`config.mk`:
```
export PLATFORM = sky130hd
export DESIGN_NAME = box_drawer
export DESIGN_NICKNAME = d
export VERILOG_FILES = /design/src/rtl/game_pkg.sv /design/src/rtl/pixel_scan_counter.sv /design/src/rtl/box_drawer.sv
export SDC_FILE = /design/constraint.sdc
export NUM_CORES = 1
export LEC_CHECK = 0
export BUFFER_PORTS_ARGS = -buffer_cell sky130_fd_sc_hd__buf_2
export CAP_MARGIN = 10
export CORE_AREA = 2 2 63 65
export DETAILED_ROUTE_END_ITERATION = 8
export DIE_AREA = 0 0 65 67
export PLACE_DENSITY = 0.82
export SKIP_CTS_REPAIR_TIMING = 1
export SLEW_MARGIN = 25
export SYNTH_ARGS = -nofsm -noshare
export SYNTH_HDL_FRONTEND = slang
export SYNTH_SLANG_ARGS = --single-unit
```
`constraint.sdc`:
```
create_clock -name clock -period 7.1 [get_ports clock]
set_input_delay 0.71 -clock clock [delete_from_list [all_inputs] [get_ports clock]]
set_output_delay 0.71 -clock clock [all_outputs]
set_load 0.01 [all_outputs]
```
`src/rtl/game_pkg.sv`:
```
// Shared game constants and draw-FSM state type, used by the box/pipe drawers and collision logic.
package game_pkg;

  localparam logic [7:0] SCREEN_W = 8'd160;
  localparam logic [6:0] SCREEN_H = 7'd120;

  localparam logic [2:0] COL_BG  = 3'b000;
  localparam logic [2:0] COL_BOX = 3'b110;
  localparam logic [2:0] COL_FLY = 3'b111;

  typedef enum logic [2:0] {
    IDLE,
    LATCH,
    ERASE,
    DRAW,
    DONE
  } draw_state_t;

endpackage

```
`src/rtl/pixel_scan_counter.sv`:
```
// Raster scan over a 2^LOG2 square: one pixel offset per enabled cycle, row-major.
// cnt updates one cycle after enable; start clears to pixel 0 and takes priority.
module pixel_scan_counter #(
  parameter int LOG2 = 2
) (
  input  logic                clock,
  input  logic                resetn,
  input  logic                start,
  input  logic                enable,
  output logic [2*LOG2-1:0]   cnt,
  output logic [LOG2-1:0]     dx,
  output logic [LOG2-1:0]     dy,
  output logic                last
);

  always_ff @(posedge clock or negedge resetn) begin
    if (!resetn) begin
      cnt <= '0;
    end else if (start) begin
      cnt <= '0;
    end else if (enable) begin
      cnt <= cnt + 1'b1;
    end
  end

  assign dx   = cnt[LOG2-1:0];
  assign dy   = cnt[2*LOG2-1:LOG2];
  assign last = &cnt;

endmodule

```
`src/rtl/box_drawer.sv`:
```
// Per tick: erase the box at its old row, redraw at the new row; 35/19/3 cycles tick-to-frame_done.
// No backpressure: one pixel per cycle; one tick may queue while busy, further ticks are dropped.
module box_drawer
  import game_pkg::*;
#(
  parameter logic [7:0] BOX_X      = 8'd20,
  parameter int         BOX_LOG2   = 2,
  parameter logic [2:0] BOX_COLOUR = game_pkg::COL_BOX,
  parameter logic [2:0] FLY_COLOUR = game_pkg::COL_FLY,
  parameter logic [2:0] BG_COLOUR  = game_pkg::COL_BG,
  parameter logic [6:0] SCREEN_H   = game_pkg::SCREEN_H
) (
  input  logic       clock,
  input  logic       resetn,
  input  logic       tick,
  input  logic [6:0] y_coordinate,
  input  logic       flying,
  output logic [7:0] vga_x,
  output logic [6:0] vga_y,
  output logic [2:0] vga_colour,
  output logic       plot,
  output logic       busy,
  output logic       frame_done
);

  draw_state_t state;

  logic [6:0] new_y, old_y;
  logic [2:0] new_col, old_col;
  logic       old_valid;
  logic       pending;
  logic       scan_wrap;

  logic [2*BOX_LOG2-1:0] cnt;
  logic [BOX_LOG2-1:0]   dx, dy;
  logic                  last;

  logic       start;
  logic       scan_en;
  logic       px_on;
  logic [6:0] px_row;
  logic [2:0] px_col;
  logic [2:0] lat_col;
  logic       skip;
  logic [7:0] row_sum;
  logic [7:0] col_sum;
  logic       visible;

  pixel_scan_counter #(.LOG2(BOX_LOG2)) u_scan (
    .clock  (clock),
    .resetn (resetn),
    .start  (start),
    .enable (scan_en),
    .cnt    (cnt),
    .dx     (dx),
    .dy     (dy),
    .last   (last)
  );

  // Clear the counter only if an aborted pass left it mid-scan.
  assign start = (state == IDLE) && (cnt != '0);

  // Outputs are registered one pixel ahead: the counter indexes the pixel being
  // loaded into vga_*, so the phase change is decided when scan_wrap flags the wrap.
  always_comb begin
    lat_col = flying ? FLY_COLOUR : BOX_COLOUR;
    skip    = old_valid && (y_coordinate == old_y) && (lat_col == old_col);
    px_on   = 1'b0;
    scan_en = 1'b0;
    px_row  = old_y;
    px_col  = BG_COLOUR;
    case (state)
      LATCH: begin
        if (!skip) begin
          px_on   = 1'b1;
          scan_en = 1'b1;
          if (!old_valid) begin
            px_row = y_coordinate;
            px_col = lat_col;
          end
        end
      end
      ERASE: begin
        px_on   = 1'b1;
        scan_en = 1'b1;
        if (scan_wrap) begin
          px_row = new_y;
          px_col = new_col;
        end
      end
      DRAW: begin
        if (!scan_wrap) begin
          px_on   = 1'b1;
          scan_en = 1'b1;
          px_row  = new_y;
          px_col  = new_col;
        end
      end
      default: ;
    endcase
    row_sum = 8'(px_row) + 8'(dy);
    col_sum = BOX_X + 8'(dx);
    visible = row_sum < {1'b0, SCREEN_H};
  end

  always_ff @(posedge clock or negedge resetn) begin
    if (!resetn) begin
      state      <= IDLE;
      plot       <= 1'b0;
      busy       <= 1'b0;
      frame_done <= 1'b0;
      vga_x      <= '0;
      vga_y      <= '0;
      vga_colour <= '0;
      new_y      <= '0;
      new_col    <= '0;
      old_y      <= '0;
      old_col    <= '0;
      old_valid  <= 1'b0;
      pending    <= 1'b0;
      scan_wrap  <= 1'b0;
    end else begin
      frame_done <= 1'b0;
      plot       <= px_on && visible;
      vga_x      <= col_sum;
      vga_y      <= row_sum[6:0];
      vga_colour <= px_col;
      scan_wrap  <= scan_en && last;

      if (state == IDLE) begin
        pending <= 1'b0;
      end else if (tick) begin
        pending <= 1'b1;
      end

      case (state)
        IDLE: begin
          if (tick || pending) begin
            state <= LATCH;
            busy  <= 1'b1;
          end
        end
        LATCH: begin
          new_y   <= y_coordinate;
          new_col <= lat_col;
          if (skip)           state <= DONE;
          else if (old_valid) state <= ERASE;
          else                state <= DRAW;
        end
        ERASE: begin
          if (scan_wrap) state <= DRAW;
        end
        DRAW: begin
          if (scan_wrap) state <= DONE;
        end
        DONE: begin
          old_y      <= new_y;
          old_col    <= new_col;
          old_valid  <= 1'b1;
          frame_done <= 1'b1;
          busy       <= 1'b0;
          state      <= IDLE;
        end
        default: state <= IDLE;
      endcase
    end
  end

endmodule
```
======== After elaboration in Yosys (flattened, before gate mapping) ========
Index checks and enable logic that the tools add are counted.
word-level totals
  bits in registers ....................... 49
  latch bits .............................. 0
  bits in writable memories ............... 0
  memory bits (read-only) ................. 0
  input bits .............................. 11
  output and inout port bits .............. 21
  word-level logic and storage cells ...... 69
  memories ................................ 0
operators by class
  add/sub/neg operators ................... 3
  $mul .................................... 0
  div/mod/pow operators ................... 0
  magnitude comparators ................... 1
  eq/ne operators ......................... 9
  shift operators ......................... 0
  mux-type cells .......................... 27
  bitwise gates (word level) .............. 0
  reductions and logical operators ........ 14
operators by type and width
  operator               count
  $mux W7                4
  $mux W3                8
  $pmux W7 S3            1
  $pmux W3 S4            1
  $pmux W3 S3            1
  $add A7 B2 Y8          1
  $lt A8 B7 Y1 const B   1
  $mux W1                8
  $mux W4                2
  $eq A7 B7 Y1           1
  $add A5 B2 Y6 const A  1
  $eq A3 B2 Y1 const B   2
  $reduce_bool A2 Y1     3
  $logic_and A1 B1 Y1    5
  $add A4 B1 Y4 const B  1
  $ne A2 B2 Y1 const B   2
  $reduce_and A4 Y1      1
  $reduce_bool A4 Y1     1
  $eq A3 B1 Y1 const B   1
  $eq A3 B3 Y1           1
  $eq A3 B3 Y1 const B   1
  $logic_not A3 Y1       1
  $pmux W1 S3            1
  $reduce_and A3 Y1      1
  other kinds (4)        4

======== Depth between registers and ports, before layout ========
Gate-level depths: netlist of run 1.
  word-level depth ........................ 8
  depth in mapped cells ................... 11
  gate-level depth less buffers ........... 10

======== Modules after synthesis ========
A second synthesis of run 1 with hierarchy kept.
second synthesis, totals
  cells, all modules ...................... 198
  area total of the unflattened synthesis .. 2224.6 um2
by module, submodules not included
  module              times used  cells an instance  area an instance (um2)  sequential area each (um2)
  box_drawer          1           177                1995.7                  975.9
  pixel_scan_counter  1           21                 229.0                   100.1

======== Least setup slack after synthesis of run 1 ========
Ideal clock, no wire load.
  kind .................................... register to register
  from .................................... register state[2]
  to ...................................... register plot
  setup time .............................. 82 ps
  arrival ................................. 2432 ps
  data required time ...................... 7018 ps
  setup slack ............................. 4586 ps
  cell stages (with the launch flop) ...... 12
  buffers on the path ..................... 1
  clock period less this slack ............ 2514 ps
  cell sequence ........................... dfrtp_1 -> buf_4 -> nor2b_1 -> and2_2 -> a22oi_1 -> nand2_1 -> ha_1 -> fa_1 -> o21ai_0 -> or4b_4 -> xnor2_2 -> a31oi_1
on the way
  word-level cells in the longest chain between the ends .. 5
  elaborated cells on any way between the ends .. 8
  classes of those cells .................. 1 x add/sub; 1 x order compare; 3 x eq/ne; 2 x mux; 1 x reduce/logical
RTL lines
  item                                          line               source
  from (decl)                                   box_drawer.sv:26   draw_state_t state;
  from (signal assigned)                        box_drawer.sv:108  state <= IDLE;
  from (signal assigned)                        box_drawer.sv:139  state <= LATCH;
  from (signal assigned)                        box_drawer.sv:146  if (skip) state <= DONE;
  $eq A3 B2 Y1 or $eq A3 B1 Y1 (tied branches)  box_drawer.sv:72   case (state)
  $pmux W7 S3 (*)                               box_drawer.sv:72
  $add A7 B2 Y8 (*)                             box_drawer.sv:101  row_sum = 8'(px_row) + 8'(dy);
  net row_sum[6]                                box_drawer.sv:45   logic [7:0] row_sum;
  $lt A8 B7 Y1 (*)                              box_drawer.sv:103  visible = row_sum < {1'b0, SCREEN_H};
  $logic_and A1 B1 Y1 (*)                       box_drawer.sv:124  plot <= px_on && visible;
  to (signal assigned)                          box_drawer.sv:124
  to (decl)                                     box_drawer.sv:21   output logic plot,
Mark *: on every way through the listed nets, which the timed path passes. The rest lies on a longest branch.
A chain may end at the register's enable or synchronous reset.

======== Worst setup path in the final report of run 1 ========
  from .................................... register state[1]
  to ...................................... register plot
on the way
  word-level cells in the longest chain between the ends .. 5
  elaborated cells on any way between the ends .. 8
  classes of those cells .................. 1 x add/sub; 1 x order compare; 3 x eq/ne; 2 x mux; 1 x reduce/logical
RTL lines
  item                                          line
  $eq A3 B2 Y1 or $eq A3 B1 Y1 (tied branches)  box_drawer.sv:72
  $pmux W7 S3                                   box_drawer.sv:72
  $add A7 B2 Y8                                 box_drawer.sv:101
  $lt A8 B7 Y1                                  box_drawer.sv:103
  $logic_and A1 B1 Y1 (*)                       box_drawer.sv:124
Every way passes the cells marked *; elsewhere a longest branch is shown, timed or not.

==> metrics, run 1 <==
unrepaired setup endpoints after global routing=no; clock buffer depth=2; Worst Hold Class=primary input to asynchronous set/reset pin; Max Slew Vio Count=0; Worst IR Drop VDD=0.1744 mV; Yosys reg bits=43; Worst-path clk slew=around 0.070 ns; asr flop ratio synth=100.0%; Total Routing Usage GR=between 10% and 20%; Cells after Synth=186; root buffer cell=clkbuf_8; Detail Route Antenna Nets=0; final hold vios=0; top post-synthesis cells by area=dfrtp_1, mux2_2, xor2_1; Die Area=4355 sq um; # port buffers=27; # IOs=32; PnR Total Power=0.9435 mW; Residual DRC=0; pwr/cell area=between 400 and 500 nW/um^2; DP HPWL=around 2600 microns; mapped cell area=about 2100 sq um; Die X=between 60 and 70 microns; total iterations of the first detailed-routing run=4; Fin Setup TNS=0 ns; Synth warnings=0; Slew headroom=~51%; area share of the largest cell type after synthesis=50.15%; status=complete, no violations; routability congestion estimate from global placement=slightly below 0.9; core footprint=~3600 sq um; grt total ovfl=0; number of antenna violations at the first check in global routing=0; measured slew at the worst slew-check pin=0.7336 ns; Initial Utilization=between 50% and 60%; # rows=22; Layout area overhead=9.796%; WP data arrival=about 3.2 ns; worst reg2reg path endpoint=plot; Max Freq=~330 MHz; Pleak=1.111 nW; crit path max fanout=15; Critical Path End Type=flip-flop; WP data required=approximately 7.3 ns; Critical Path Start Type=flip-flop; wire length per cell=~14 microns; clk_skew=0.002616 ns; htree depth=2; layout cells sized above 1=27.36%; number of vias in the routed layout=between 1000 and 1500; Worst-Skew Late Latency=around 0.29 ns; fillcell total=306; sequential area share after synthesis=between 50 and 60%; Yosys cell types=slightly below 50; Max Cap Viol=0; Final period util=42.23%; 1st-iter DRT viols=95; count leader, synth=dfrtp_1; EDFF count, synth=0; r2r setup slk=4.10 ns; Synth Flop Type=dfrtp_1; Final nets=between 200 and 250; cells on worst reg2reg path=10; Final setup viols=0; mean post-synth cell area=between 10 and 15 sq um; pin count of the biggest net entering global routing=44; CTS sink cnt=43; Placement Setup Slack=roughly 4.1 ns; TritonCTS buffer count=5; r2r startpoint=state[1]; Setup WS post-layout=between 4 and 5 ns; synth cell count leaders=dfrtp_1, mux2_2, nor2_1; vias per std cell=approximately 5.4; vias in the first global route=between 1000 and 1500; largest area contributor in the synthesized netlist=dfrtp_1; first-pass GRT wire length=between 6000 and 7000 microns; CTS tree=yes; final WL=roughly 3600 microns; crit path kind=flip-flop to flip-flop; min cycle time layout=roughly 3 ns; antenna fix cells=0; Die Y=67 microns
## cells by family after synthesis
logic type               Yosys count  share of synthesized area, %
XOR/XNOR                          15                         7.347
adder cells (fa/ha/maj)            5                         3.265
flip-flops                        43                         50.15
multiplexers                      18                         9.271
AND/OR/NAND/NOR                   50                         13.29
AO/OA/AOI/OAI                     34                         11.25
other                              2                        0.3500
buffers and inverters             19                         5.073
## critical path: stages, from the launching register on
cell and delay, ns:
dfrtp_1 0.55, nor4b_4 0.63, a21oi_1 0.20, nand2_1 0.11, nand2_1 0.07, ha_1 0.22, fa_1 0.43, nand2b_1 0.17
a211oi_1 0.25, a311o_1 0.15, a31oi_1 0.08
## how the worst max path moves through the flow
| stage | startpoint | endpoint | slack [ns] | depth (start not counted) |
|---|---|---|---|---|
| floorplan | state[2] | plot | 4.59 | 11 |
| global placement | state[1] | plot | 4.25 | 10 |
| detailed placement | state[1] | plot | 4.12 | 10 |
| CTS | state[1] | plot | 4.12 | 10 |
| global route | state[1] | plot | 3.88 | 10 |
| finish | state[1] | plot | 4.10 | 10 |
## placed cells by master (no fill, tap or decap), drive strengths merged, types with 2 or more instances in the layout
| cell | netlist | final |
|---|---|---|
| a32o | 2 | 2 |
| and3 | 2 | 2 |
| or3 | 2 | 2 |
| a31oi | 2 | 2 |
| and2 | 2 | 2 |
| nor2 | 14 | 14 |
| mux2 | 15 | 15 |
| nand3 | 2 | 2 |
| or2 | 2 | 2 |
| a21boi | 2 | 2 |
| nor2b | 2 | 2 |
| conb | 2 | 5 |
| o21ai | 8 | 8 |
| a211oi | 3 | 3 |
| xor2 | 8 | 8 |
| nand2 | 10 | 10 |
| nor3 | 4 | 4 |
| nand2b | 3 | 3 |
| a22oi | 2 | 2 |
| dfrtp | 43 | 43 |
| clkbuf | 2 | 6 |
| a21oi | 6 | 6 |
| mux2i | 3 | 3 |
| nor3b | 2 | 2 |
| ha | 4 | 4 |
| inv | 8 | 8 |
| buf | 9 | 28 |
| nor4b | 2 | 2 |
| xnor2 | 7 | 7 |
## where the power goes
| group | internal [mW] | switching, mW | leakage (nW) |
|---|---|---|---|
| Combinational | 0.191 | 0.213 | 0.547 |
| Sequential | 0.333 | 0.0704 | 0.527 |
| Clock | 0.0654 | 0.0707 | 0.0371 |
| Total | 0.589 | 0.354 | 1.11 |
## layout make-up
cell class	instances	area [sq um]	area share, %
inverters	8	30.03	1.275
well taps	48	60.06	2.549
multi-input cells	127	972.2	41.26
flip-flops and latches	43	1076	45.67
clock buffers	6	72.57	3.080
repair buffers	28	145.1	6.160
## flip-flops by register name, summed over array words and instances (netlist names)
register    count
vga_y           7
new_col         2
old_y           7
frame_done      1
vga_colour      2
busy            1
plot            1
vga_x           3
new_y           7
scan_wrap       1
state           3
pending         1
u_scan.cnt      4
old_col         2
old_valid       1
## layer usage
layer / routed length (microns) / part of all wire [%] / vias to the layer above / track usage, %
li1: - / - / 687 / -
met5: 0 / 0 / - / 0
met2: 1657 / 46 / 30 / 31.83
met1: 1707 / 48 / 679 / 25.49
met4: 63 / 1.8 / 0 / 8.777
met3: 155 / 4.3 / 7 / 4.054
## through the flow
step	util, %	instances	hold slack, ns	instance area [sq um]
finish	65.34	260	0.3882	2356
global route	65.34	260	0.4370	2356
CTS	65.27	260	0.4620	2354
detailed placement	63.25	254	0.4484	2281
global placement	63.25	254	0.4313	2281
floorplan	-	189	0.4003	2157
Power figures use the tool's default switching activity.
==> run 2, diff against run 1 <==
--- a/config.mk
+++ b/config.mk
@@ -7,10 +7,10 @@
 export LEC_CHECK = 0
 export BUFFER_PORTS_ARGS = -buffer_cell sky130_fd_sc_hd__buf_2
 export CAP_MARGIN = 10
-export CORE_AREA = 2 2 63 65
+export CORE_AREA = 2 2 68 70
 export DETAILED_ROUTE_END_ITERATION = 8
-export DIE_AREA = 0 0 65 67
-export PLACE_DENSITY = 0.82
+export DIE_AREA = 0 0 70 72
+export PLACE_DENSITY = 0.74
 export SKIP_CTS_REPAIR_TIMING = 1
 export SLEW_MARGIN = 25
 export SYNTH_ARGS = -nofsm -noshare
==> constraint.sdc (replaced) <==
create_clock -name clock -period 2.42 [get_ports clock]
set_input_delay 0.242 -clock clock [delete_from_list [all_inputs] [get_ports clock]]
set_output_delay 0.242 -clock clock [all_outputs]
set_load 0.01 [all_outputs]
==> metrics, run 2 (synthesis gave the netlist of run 1 again) <==
register area=1079 sq um; TritonCTS buffer count=5; Sw Pwr=~1.2 mW; most frequent cells in the layout=dfrtp_1, buf_2, buf_4; CTS sink cnt=43; total iterations of the first detailed-routing run=4; violated checks=negative setup slack; design area=between 2000 and 3000 sq um; WP data required=2.61 ns; Die Area=just over 5000 sq um; root buffer cell=clkbuf_8; Die X=roughly 70 microns; grt total ovfl=0; fillcell total=371; Detail Route Antenna Nets=0; Max Cap Viol=0; clock buffer depth=2; routability congestion estimate from global placement=0.8518; # rows=24; Total Routing Usage GR=19.16%; Finished Core Util=between 60% and 70%; r2r startpoint=scan_wrap; unrepaired setup endpoints after global routing=yes; Placement Setup Slack=-0.1137 ns; core footprint=about 4300 sq um; antenna fix cells=0; Worst IR Drop VDD=0.4831 mV; cells on worst reg2reg path=12; final WL=4373 microns; number of vias in the routed layout=around 1500; Worst-path clk slew=roughly 0.08 ns; Min Hold Slack=approximately 0.17 ns; Max Slew Vio Count=0; vias in the first global route=1536; Slew headroom=around three fifths; Worst Hold Class=primary input to flip-flop; Gate power share=around half; Critical Path End Type=flip-flop; Int Pwr=a little under 2 mW; Initial Utilization=between 50% and 60%; measured slew at the worst slew-check pin=roughly 0.57 ns; # IOs=32; PnR Total Power=~3.2 mW; 1st-iter DRT viols=97; # port buffers=27; most common cell after layout, fill and taps aside=dfrtp_1; layout cells sized above 1=38.49%; first-pass GRT wire length=about 7300 microns; number of antenna violations at the first check in global routing=0; Layout area overhead=20.87%; pwr/cell area=between 1000 and 1500 nW/um^2; clock share of power=around 14%; crit path kind=flip-flop to flip-flop; Top Registers=new_y: 7 flops, old_y: 7 flops, vga_y: 7 flops; pin count of the biggest net entering global routing=between 40 and 50; Residual DRC=0; Critical Path Start Type=flip-flop; worst reg2reg path endpoint=plot; wire length per cell=15.03 microns; CTS tree=yes; clk_skew=between 0.005 and 0.006 ns; Critical Path Sink=plot; status=finished, violations left; Pleak=between 1 and 1.5 nW; Multi-input gate area=1001 sq um; start point of the critical path=scan_wrap; Die Y=roughly 72 microns; Setup WS post-layout=-0.07971 ns; Worst-Skew Late Latency=0.31 ns; Max Freq=around 400 MHz; WP data arrival=between 2 and 3 ns; htree depth=2; min cycle time layout=approximately 2.5 ns; Final setup viols=1; DP Area=about 2400 sq um; Final nets=about 250; crit path max fanout=4; final hold vios=0; vias per std cell=~5.2; r2r setup slk=-0.08 ns; Final period util=103.3%; sequential share of power=36.2%; sw frac=37.87%; DP HPWL=3148 microns
[run 2: cell type report]
class	count	area share, %
sequential	43	41.58
clock buffer	5	2.653
tap	52	2.508
inverter	8	1.158
timing repair buffer	53	12.93
clock inverter	3	0.5789
multi-input combinational	127	38.59
[run 2: worst min path at each step]
| stage | start | end | cells after the start |
|---|---|---|---|
| final | tick | pending | 3 |
| after global routing | y_coordinate[6] | new_y[6] | 3 |
| after CTS | resetn | vga_x[2] | 1 |
| after detailed placement | u_scan.cnt[0] | vga_x[0] | 0 |
| after global placement | u_scan.cnt[0] | vga_x[0] | 0 |
| after floorplan | resetn | busy | 0 |
[run 2: power groups by stage]
stage	Sequential (mW)	Combinational (mW)	Clock [mW]
4_1_cts	1.15	1.49	0.460
3_3_place_gp	1.16	1.44	0
6_report	1.15	1.57	0.456
2_1_floorplan	1.17	0.951	0
5_1_grt	1.19	1.73	0.498
3_5_place_dp	1.17	1.48	0
[run 2: stage by stage]
step	TNS (ns)	std cells
detailed placement	-0.1137	276
global placement	0	276
floorplan	0	189
CTS	-0.1308	284
finish	-0.07971	291
global route	-0.2394	291
[run 2: metal layers]
metal	part of all wire, %	global-route usage [%]	up-vias
met5	0	0	-
met1	44	23.32	737
met3	3.8	5.417	11
li1	-	-	738
met2	49	30.79	33
met4	3.3	11.11	0
[run 2: critical path, cell delays in order (launching register included)]
cell and delay, ns:
dfrtp_2 0.46, xor2_4 0.22, and2_4 0.16, buf_4 0.13, a22oi_1 0.13, nand2_1 0.13, ha_1 0.29, a21oi_1 0.18
buf_4 0.15, nand2b_1 0.04, a211oi_1 0.24, a311o_1 0.16, a31oi_1 0.08
